<file path="src/rtl/alu_exec_ctrl.sv">
// Execute-stage sequencer for the 8-bit CPU: issues operands to an external ALU, captures result/NZCV, writes back.
// Optional ALU_CTRL_KEEP_CV_EN: logic ops and TST leave C and V untouched.
module alu_exec_ctrl (
   input  logic        clk,
   input  logic        rst_n,
   input  logic        instr_valid,
   output logic        instr_ready,
   input  logic [15:0] instr,
   output logic [7:0]  alu_a,
   output logic [7:0]  alu_b,
   output logic [2:0]  alu_op,
   input  logic [7:0]  alu_result,
   input  logic [3:0]  alu_nzcv,
   output logic [3:0]  flags,
   output logic        wb_valid,
   output logic [1:0]  wb_rd,
   output logic [7:0]  wb_data,
   input  logic [1:0]  dbg_sel,
   output logic [7:0]  dbg_data
);
   localparam int unsigned NREGS = 4;
   localparam int unsigned DW    = 8;
   localparam int unsigned OPW   = 3;
   localparam logic [OPW-1:0] OP_TST = 3'b111;

   typedef enum logic [1:0] {S_IDLE, S_ISSUE, S_WB} state_t;

   state_t          state;
   logic [DW-1:0]   regs [NREGS];
   logic [3:0]      nzcv_q;
   logic [3:0]      flags_next_c;

   assign dbg_data = regs[dbg_sel];

   // Flag merge applied on the edge leaving WB; alu_op still holds the in-flight op.
   always_comb begin
      flags_next_c = nzcv_q;
`ifdef ALU_CTRL_KEEP_CV_EN
      if (alu_op == 3'b010 || alu_op == 3'b011 || alu_op == 3'b100 || alu_op == OP_TST)
         flags_next_c = {flags[3:2], nzcv_q[1:0]};
`endif
   end

   always_ff @(posedge clk or negedge rst_n) begin
      if (!rst_n) begin
         state       <= S_IDLE;
         instr_ready <= 1'b1;
         alu_a       <= '0;
         alu_b       <= '0;
         alu_op      <= OP_TST;
         flags       <= '0;
         nzcv_q      <= '0;
         wb_valid    <= 1'b0;
         wb_rd       <= '0;
         wb_data     <= '0;
         for (int i = 0; i < int'(NREGS); i++) regs[i] <= '0;
      end else begin
         case (state)
            S_IDLE: begin
               if (instr_valid && instr_ready) begin
                  alu_a       <= regs[instr[12:11]];
                  alu_b       <= instr[8] ? instr[7:0] : regs[instr[10:9]];
                  alu_op      <= instr[15:13];
                  wb_rd       <= instr[12:11];
                  instr_ready <= 1'b0;
                  state       <= S_ISSUE;
               end
            end
            S_ISSUE: begin
               wb_data  <= alu_result;
               nzcv_q   <= alu_nzcv;
               wb_valid <= 1'b1;
               state    <= S_WB;
            end
            S_WB: begin
               if (alu_op != OP_TST) regs[wb_rd] <= wb_data;
               flags       <= flags_next_c;
               wb_valid    <= 1'b0;
               instr_ready <= 1'b1;
               state       <= S_IDLE;
            end
            default: begin
               state       <= S_IDLE;
               wb_valid    <= 1'b0;
               instr_ready <= 1'b1;
            end
         endcase
      end
   end
endmodule

</file>
<file path="config.mk">
export PLATFORM = sky130hd
export DESIGN_NAME = alu_exec_ctrl
export DESIGN_NICKNAME = d
export VERILOG_FILES = /design/src/rtl/alu_exec_ctrl.sv
export SDC_FILE = /design/constraint.sdc
export NUM_CORES = 1
export LEC_CHECK = 0
export BUFFER_PORTS_ARGS = -buffer_cell sky130_fd_sc_hd__buf_2
export CORE_MARGIN = 1.5
export CORE_UTILIZATION = 54
export DETAILED_ROUTE_END_ITERATION = 10
export PLACE_DENSITY = 0.79
export SLEW_MARGIN = 20
export SYNTH_ARGS = -nofsm -noshare
export SYNTH_HDL_FRONTEND = slang
export SYNTH_SLANG_ARGS = --single-unit
export TNS_END_PERCENT = 1
</file>
<file path="constraint.sdc">
create_clock -name clk -period 1.7 [get_ports clk]
set_input_delay 0 -clock clk [delete_from_list [all_inputs] [get_ports clk]]
set_output_delay 0 -clock clk [all_outputs]
set_load 0.005 [all_outputs]
</file>
==> results.sh, run 1 <==
export IMPL_p_leak_nw=2.05
export IMPL_maxSlewHeadroom_pct=65.8
export IMPL_drtIter0Drc=132
export IMPL_worstPathCellList="nand3_1 -> nand4b_4 -> mux2_2"
export IMPL_p_switching_mw=2.37
export IMPL_fin_worst_skew_ns=0.0125
export IMPL_final_common_cell="buf_2"
export IMPL_synth_area_leaders="dfrtp_1 50%, mux2_2 16%, mux4_2 16%, mux2_4 3.5%, dfstp_2 3.0%"
export IMPL_synth_area_leader_cell="dfrtp_1"
export IMPL_synth_top_area_share_pct=49.9
export IMPL_htree_levels=3
export IMPL_swShare_pct=30.5
export IMPL_syn_inst=217
export IMPL_hold_path_class="input pin to register"
export IMPL_cts_sinks=73
export IMPL_num_rows=28
export IMPL_synth_distinct_cells=23
export IMPL_die_area_um2=6890
export IMPL_dp_cells=358
export IMPL_final_cell_mix="75 x buf_2, 69 x dfrtp_1, 49 x mux2_2"
export IMPL_hpwl_um=4770
export IMPL_rsz0062_at_grt="no"
export IMPL_overflow=0
export IMPL_first_pass_iters=4
export IMPL_met3_length_um=261
export IMPL_drt_vias_per_instance=5.49
export IMPL_period_needed_ns=1.60
export IMPL_portBuffers=75
export IMPL_fp_dieH_um=83.0
export IMPL_synth_cell_area_um2=3460
export IMPL_comb_power_share_pct=34.6
export IMPL_cts_buffers=9
export IMPL_worstSetupEndpointType="register"
export IMPL_ys_ff_latch=73
export IMPL_synth_seq_area_share_pct=53.0
export IMPL_holdWs_ns=0.123
export IMPL_path_clk_slew_ns=0.08
export IMPL_critical_path_slowest_cell="dfstp_2"
export IMPL_irDropWorstVdd_mv=0.881
export IMPL_die_width_um=83.0
export IMPL_cts_buffer_depth=2
export IMPL_drv_slew=0
export IMPL_antenna_cells=0
export IMPL_start_kind="register"
export IMPL_r2r_slack_ns=0.1
export IMPL_seqPwrFrac_pct=42.9
export IMPL_post_cts_buffers=0
export IMPL_tns_ns=0
export IMPL_finalHoldViolCount=0
export IMPL_worst_pin_slew_ns=0.513
export IMPL_initial_utilization_pct=57.1
export IMPL_layout_nets=351
export IMPL_routabilityCongestion=0.755
export IMPL_grt_usage_pct=23.7
export IMPL_yosys_warnings=0
export IMPL_timing_fmax_mhz=624
export IMPL_final_setup_viol_count=0
export IMPL_slowest_delay_ns=0.55
export IMPL_crit_type="register to register"
export IMPL_max_cap_violations=0
export IMPL_worstPathRequired_ns=1.93
export IMPL_internal_power_mw=5.41
export IMPL_syn_avg_cell_area_um2=15.9
export IMPL_fillers=385
export IMPL_multi_input_area_um2=1540
export IMPL_area_growth_pct=27.2
export IMPL_clk_latency_ns=0.36
export IMPL_grt_pass1_vias=2375
export IMPL_grt_pass1_wl_um=12300
export IMPL_postRouteAntennaNets=0
export IMPL_ctsResizeCount=0
export IMPL_cts_tree="built"
export IMPL_hold_buffers=24
export IMPL_ff_latch_area_um2=1830
export IMPL_grt_max_degree=53
export IMPL_arrival_ns=1.83
export IMPL_cp_max_fo=8
export IMPL_drt_wl_total_um=7430
export IMPL_drc=0
export IMPL_layout_cells_non_filler=398
export IMPL_synth_nets=250
export IMPL_p_total_mw=7.78
export IMPL_wl_per_cell_um=18.7
export IMPL_powerDensity_nw_per_um2=1770
export IMPL_wl_met2_um=3750
export IMPL_top_layer_used="met4"
export IMPL_antenna_found_initial=0
export IMPL_drive_gt1_share_pct=57.6
export IMPL_io_pin_count=76
export IMPL_cts_root_buf="clkbuf_8"
export IMPL_min_period_over_period_pct=94.3
export IMPL_crit_family="simple AND/OR/NAND/NOR gates"
export IMPL_status="finished clean"
export IMPL_path_buf_inv=0
export IMPL_coreArea_um2=6060
export IMPL_vias=2185
export IMPL_wl_met1_um=3300
export IMPL_p_clk_share_pct=22.5
export IMPL_utilization_pct=72.6
==> synthesized netlist by cell type <==
cell type	count
clkbuf_1	1
nor2b_1	1
and4bb_2	1
nand3_1	1
buf_1	3
mux2_4	8
nand2_1	12
mux4_2	24
mux2_2	49
or2b_1	1
nor2b_4	1
buf_6	1
buf_4	2
nand3_2	1
buf_2	5
and4_4	1
dfrtp_1	69
dfstp_2	4
mux2i_1	8
nand4b_4	2
buf_12	1
a21oi_1	8
nor2_1	13
==> logic make-up after synthesis <==
family | Yosys count | synth area share, %
buffers and inverters | 13 | 2.50
muxes | 89 | 37.4
AOI/OAI and AO/OA | 8 | 1.16
and+or+nand+nor | 34 | 6.01
DFF | 73 | 53.0
==> tightest hold or removal path: stages <==
cell	delay, ns
buf_2	0.20
mux2i_1	0.17
a21oi_1	0.07
==> state kept, by name, summed over array words and instances (netlist names) <==
| signal | cells |
|---|---|
| wb_rd | 2 |
| flags | 4 |
| flags_next_c | 4 |
| state | 2 |
| alu_a | 8 |
| instr_ready | 1 |
| alu_b | 8 |
| wb_data | 8 |
| wb_valid | 1 |
| alu_op | 3 |
| regs | 32 |
==> path summary, 6_finish.rpt <==
path / start / endpoint / depth (start not counted)
setup / recovery: alu_op[1] / regs[8] / 3
hold / removal: instr[8] / alu_b[2] / 3
setup reg to reg: alu_op[1] / regs[8] / 3
hold reg to reg: flags_next_c[0] / flags[0] / 2
max in group asynchronous: rst_n / regs[8] / 3
min in group asynchronous: rst_n / wb_valid / 2
==> metal layers <==
| metal | up-vias | GRT usage, % |
|---|---|---|
| met5 | - | 0 |
| met4 | 0 | 8.94 |
| met3 | 12 | 4.77 |
| met2 | 61 | 36.8 |
| met1 | 1098 | 33.3 |
| li1 | 1014 | - |
==> power by group through the flow <==
stage / Combinational, mW / Clock, mW / Sequential (mW)
finish: 2.69 / 1.75 / 3.33
detailed placement: 2.65 / 0 / 3.35
floorplan: 1.78 / 0 / 3.21
global placement: 2.58 / 0 / 3.28
CTS: 2.71 / 1.77 / 3.33
global route: 2.93 / 1.85 / 3.48
==> final cells by class <==
class                      count  share of cell area (%)
sequential                    73                    41.6
tap                           75                    2.13
clock inverter                 4                    2.22
timing repair buffer         103                    15.2
multi-input combinational    131                    35.0
clock buffer                  12                    3.75
==> metrics by stage <==
| stage | worst slack (ns) | area, um^2 |
|---|---|---|
| 6_report | 0.0963 | 4400 |
| 5_1_grt | 0.0363 | 4400 |
| 3_3_place_gp | 0.170 | 3900 |
| 4_1_cts | 0.0993 | 4400 |
| 3_5_place_dp | 0.135 | 3900 |
| 2_1_floorplan | 0.148 | 3460 |
(Power assumes the default switching activity.)
==> run 2: changes to the inputs <==
REMOVE_ABC_BUFFERS = 1   (was not set)
==> results.sh, run 2 (synthesis gave the netlist of run 1 again) <==
export IMPL_status="finished clean"
export IMPL_io_pin_count=76
export IMPL_portBuffers=75
export IMPL_htree_levels=3
export IMPL_comb_power_share_pct=36.9
export IMPL_grt_pass1_wl_um=12200
export IMPL_min_period_over_period_pct=91.6
export IMPL_final_setup_viol_count=0
export IMPL_finalHoldViolCount=0
export IMPL_cts_buffers=9
export IMPL_layout_nets=352
export IMPL_initial_utilization_pct=57.1
export IMPL_cts_buffer_depth=2
export IMPL_slowest_delay_ns=0.54
export IMPL_arrival_ns=1.78
export IMPL_area_growth_pct=25.0
export IMPL_coreArea_um2=6060
export IMPL_r2r_slack_ns=0.14
export IMPL_worst_r2r_path_depth=3
export IMPL_final_common_cell="buf_2"
export IMPL_crit_family="flip-flops"
export IMPL_grt_usage_pct=23.5
export IMPL_drt_vias_per_instance=5.69
export IMPL_overflow=0
export IMPL_swShare_pct=31.9
export IMPL_drtIter0Drc=128
export IMPL_largest_register_ffs=32
export IMPL_worstSetupEndpointType="register"
export IMPL_worst_pin_slew_ns=0.377
export IMPL_critical_path_slowest_cell="dfstp_2"
export IMPL_drv_slew=0
export IMPL_start_kind="register"
export IMPL_seqPwrFrac_pct=46.1
export IMPL_first_pass_iters=4
export IMPL_p_clk_share_pct=17.0
export IMPL_fin_worst_skew_ns=0.00738
export IMPL_irDropWorstVdd_mv=0.936
export IMPL_internal_power_mw=4.96
export IMPL_final_cell_mix="75 x buf_2, 69 x dfrtp_1, 49 x mux2_2"
export IMPL_cts_tree="built"
export IMPL_worst_path_stages=3
export IMPL_r2r_end="regs[28]"
export IMPL_timing_fmax_mhz=642
export IMPL_place_area_um2=3900
export IMPL_hold_path_class="input pin to register"
export IMPL_period_needed_ns=1.56
export IMPL_grt_max_degree=74
export IMPL_routabilityCongestion=0.815
export IMPL_crit_end="regs[28]"
export IMPL_worstPathRequired_ns=1.93
export IMPL_crit_type="register to register"
export IMPL_rsz0062_at_grt="no"
export IMPL_die_width_um=83.0
export IMPL_p_leak_nw=2.03
export IMPL_drive_gt1_share_pct=57.6
export IMPL_ctsResizeCount=0
export IMPL_design_area_um2=4320
export IMPL_powerDensity_nw_per_um2=1680
export IMPL_postRouteAntennaNets=0
export IMPL_tns_ns=0
export IMPL_max_cap_violations=0
export IMPL_drc=0
export IMPL_largest_register="regs"
export IMPL_num_rows=28
export IMPL_drt_wl_total_um=7470
export IMPL_p_switching_mw=2.32
export IMPL_clk_latency_ns=0.35
export IMPL_hpwl_um=4860
export IMPL_cp_max_fo=8
export IMPL_wl_per_cell_um=18.8
export IMPL_die_area_um2=6890
export IMPL_fp_dieH_um=83.0
export IMPL_vias=2265
export IMPL_path_clk_slew_ns=0.07
export IMPL_maxSlewHeadroom_pct=74.8
export IMPL_grt_pass1_vias=2368
export IMPL_critPathLaunch="alu_op[2]"
export IMPL_fillers=434
export IMPL_antenna_cells=0
export IMPL_antenna_found_initial=0
export IMPL_cts_sinks=73
export IMPL_cts_root_buf="clkbuf_8"
export IMPL_r2r_start="alu_op[2]"
export IMPL_path_buf_inv=0
export IMPL_worstPathCellList="nand3_1 -> nand3_2 -> mux2_2"
==> run 2: per-stage QoR <==
step / setup WS [ns] / hold slack [ns] / power (mW) / util [%] / std cells
finish: 0.143 / 0.136 / 7.28 / 71.3 / 398
global route: 0.0581 / 0.139 / 7.74 / 71.3 / 398
CTS: 0.129 / 0.124 / 7.34 / 71.3 / 398
detailed placement: 0.143 / 0.0581 / 6.05 / 64.4 / 359
global placement: 0.165 / 0.0546 / 5.88 / 64.4 / 359
floorplan: 0.111 / -0.296 / 4.91 / - / 204
==> run 2: how the worst min path moves through the flow <==
stage | from | end | slack (ns) | cells after the start
2_1_floorplan | rst_n | alu_a[0] | -0.30 | 0
3_3_place_gp | rst_n | flags_next_c[1] | 0.05 | 2
3_5_place_dp | rst_n | flags_next_c[1] | 0.06 | 2
4_1_cts | instr[12] | wb_rd[1] | 0.12 | 2
5_1_grt | instr[12] | wb_rd[1] | 0.14 | 2
6_report | instr[12] | wb_rd[1] | 0.14 | 2
==> run 2: per-layer routing <==
metal,up-vias,global-route usage (%),part of all wire (%)
met5,-,0,0
met3,17,6.76,4.8
met2,73,38.4,52
li1,1019,-,-
met4,0,9.55,2.5
met1,1156,29.6,41
==> run 2: repair_timing <==
action                                 CTS  global route
endpoints found under the hold margin   96             0
hold buffers                            24             0
buffers inserted                         0             0
==> run 2: layout make-up <==
cell class	count	area, um^2	share of cell area, %
sequential	73	1830	42.4
timing repair buffer	104	678	15.7
multi-input combinational	131	1540	35.6
clock inverter	3	15.0	0.347
tap	75	93.8	2.17
clock buffer	12	165	3.82
==> run 2: worst register-to-register path, delay by kind of cell (launching register included) <==
kind	cells	cell delay [ns]
AND/OR/NAND/NOR	2	0.53
flip-flops	1	0.54
multiplexers	1	0.37
==> run 2: power groups by stage <==
| stage | clock (mW) | sequential [mW] | combinational [mW] |
|---|---|---|---|
| final | 1.23 | 3.36 | 2.69 |
| after global routing | 1.35 | 3.49 | 2.90 |
| after CTS | 1.27 | 3.35 | 2.72 |
| after detailed placement | 0 | 3.37 | 2.67 |
| after global placement | 0 | 3.29 | 2.59 |
| after floorplan | 0 | 3.21 | 1.70 |
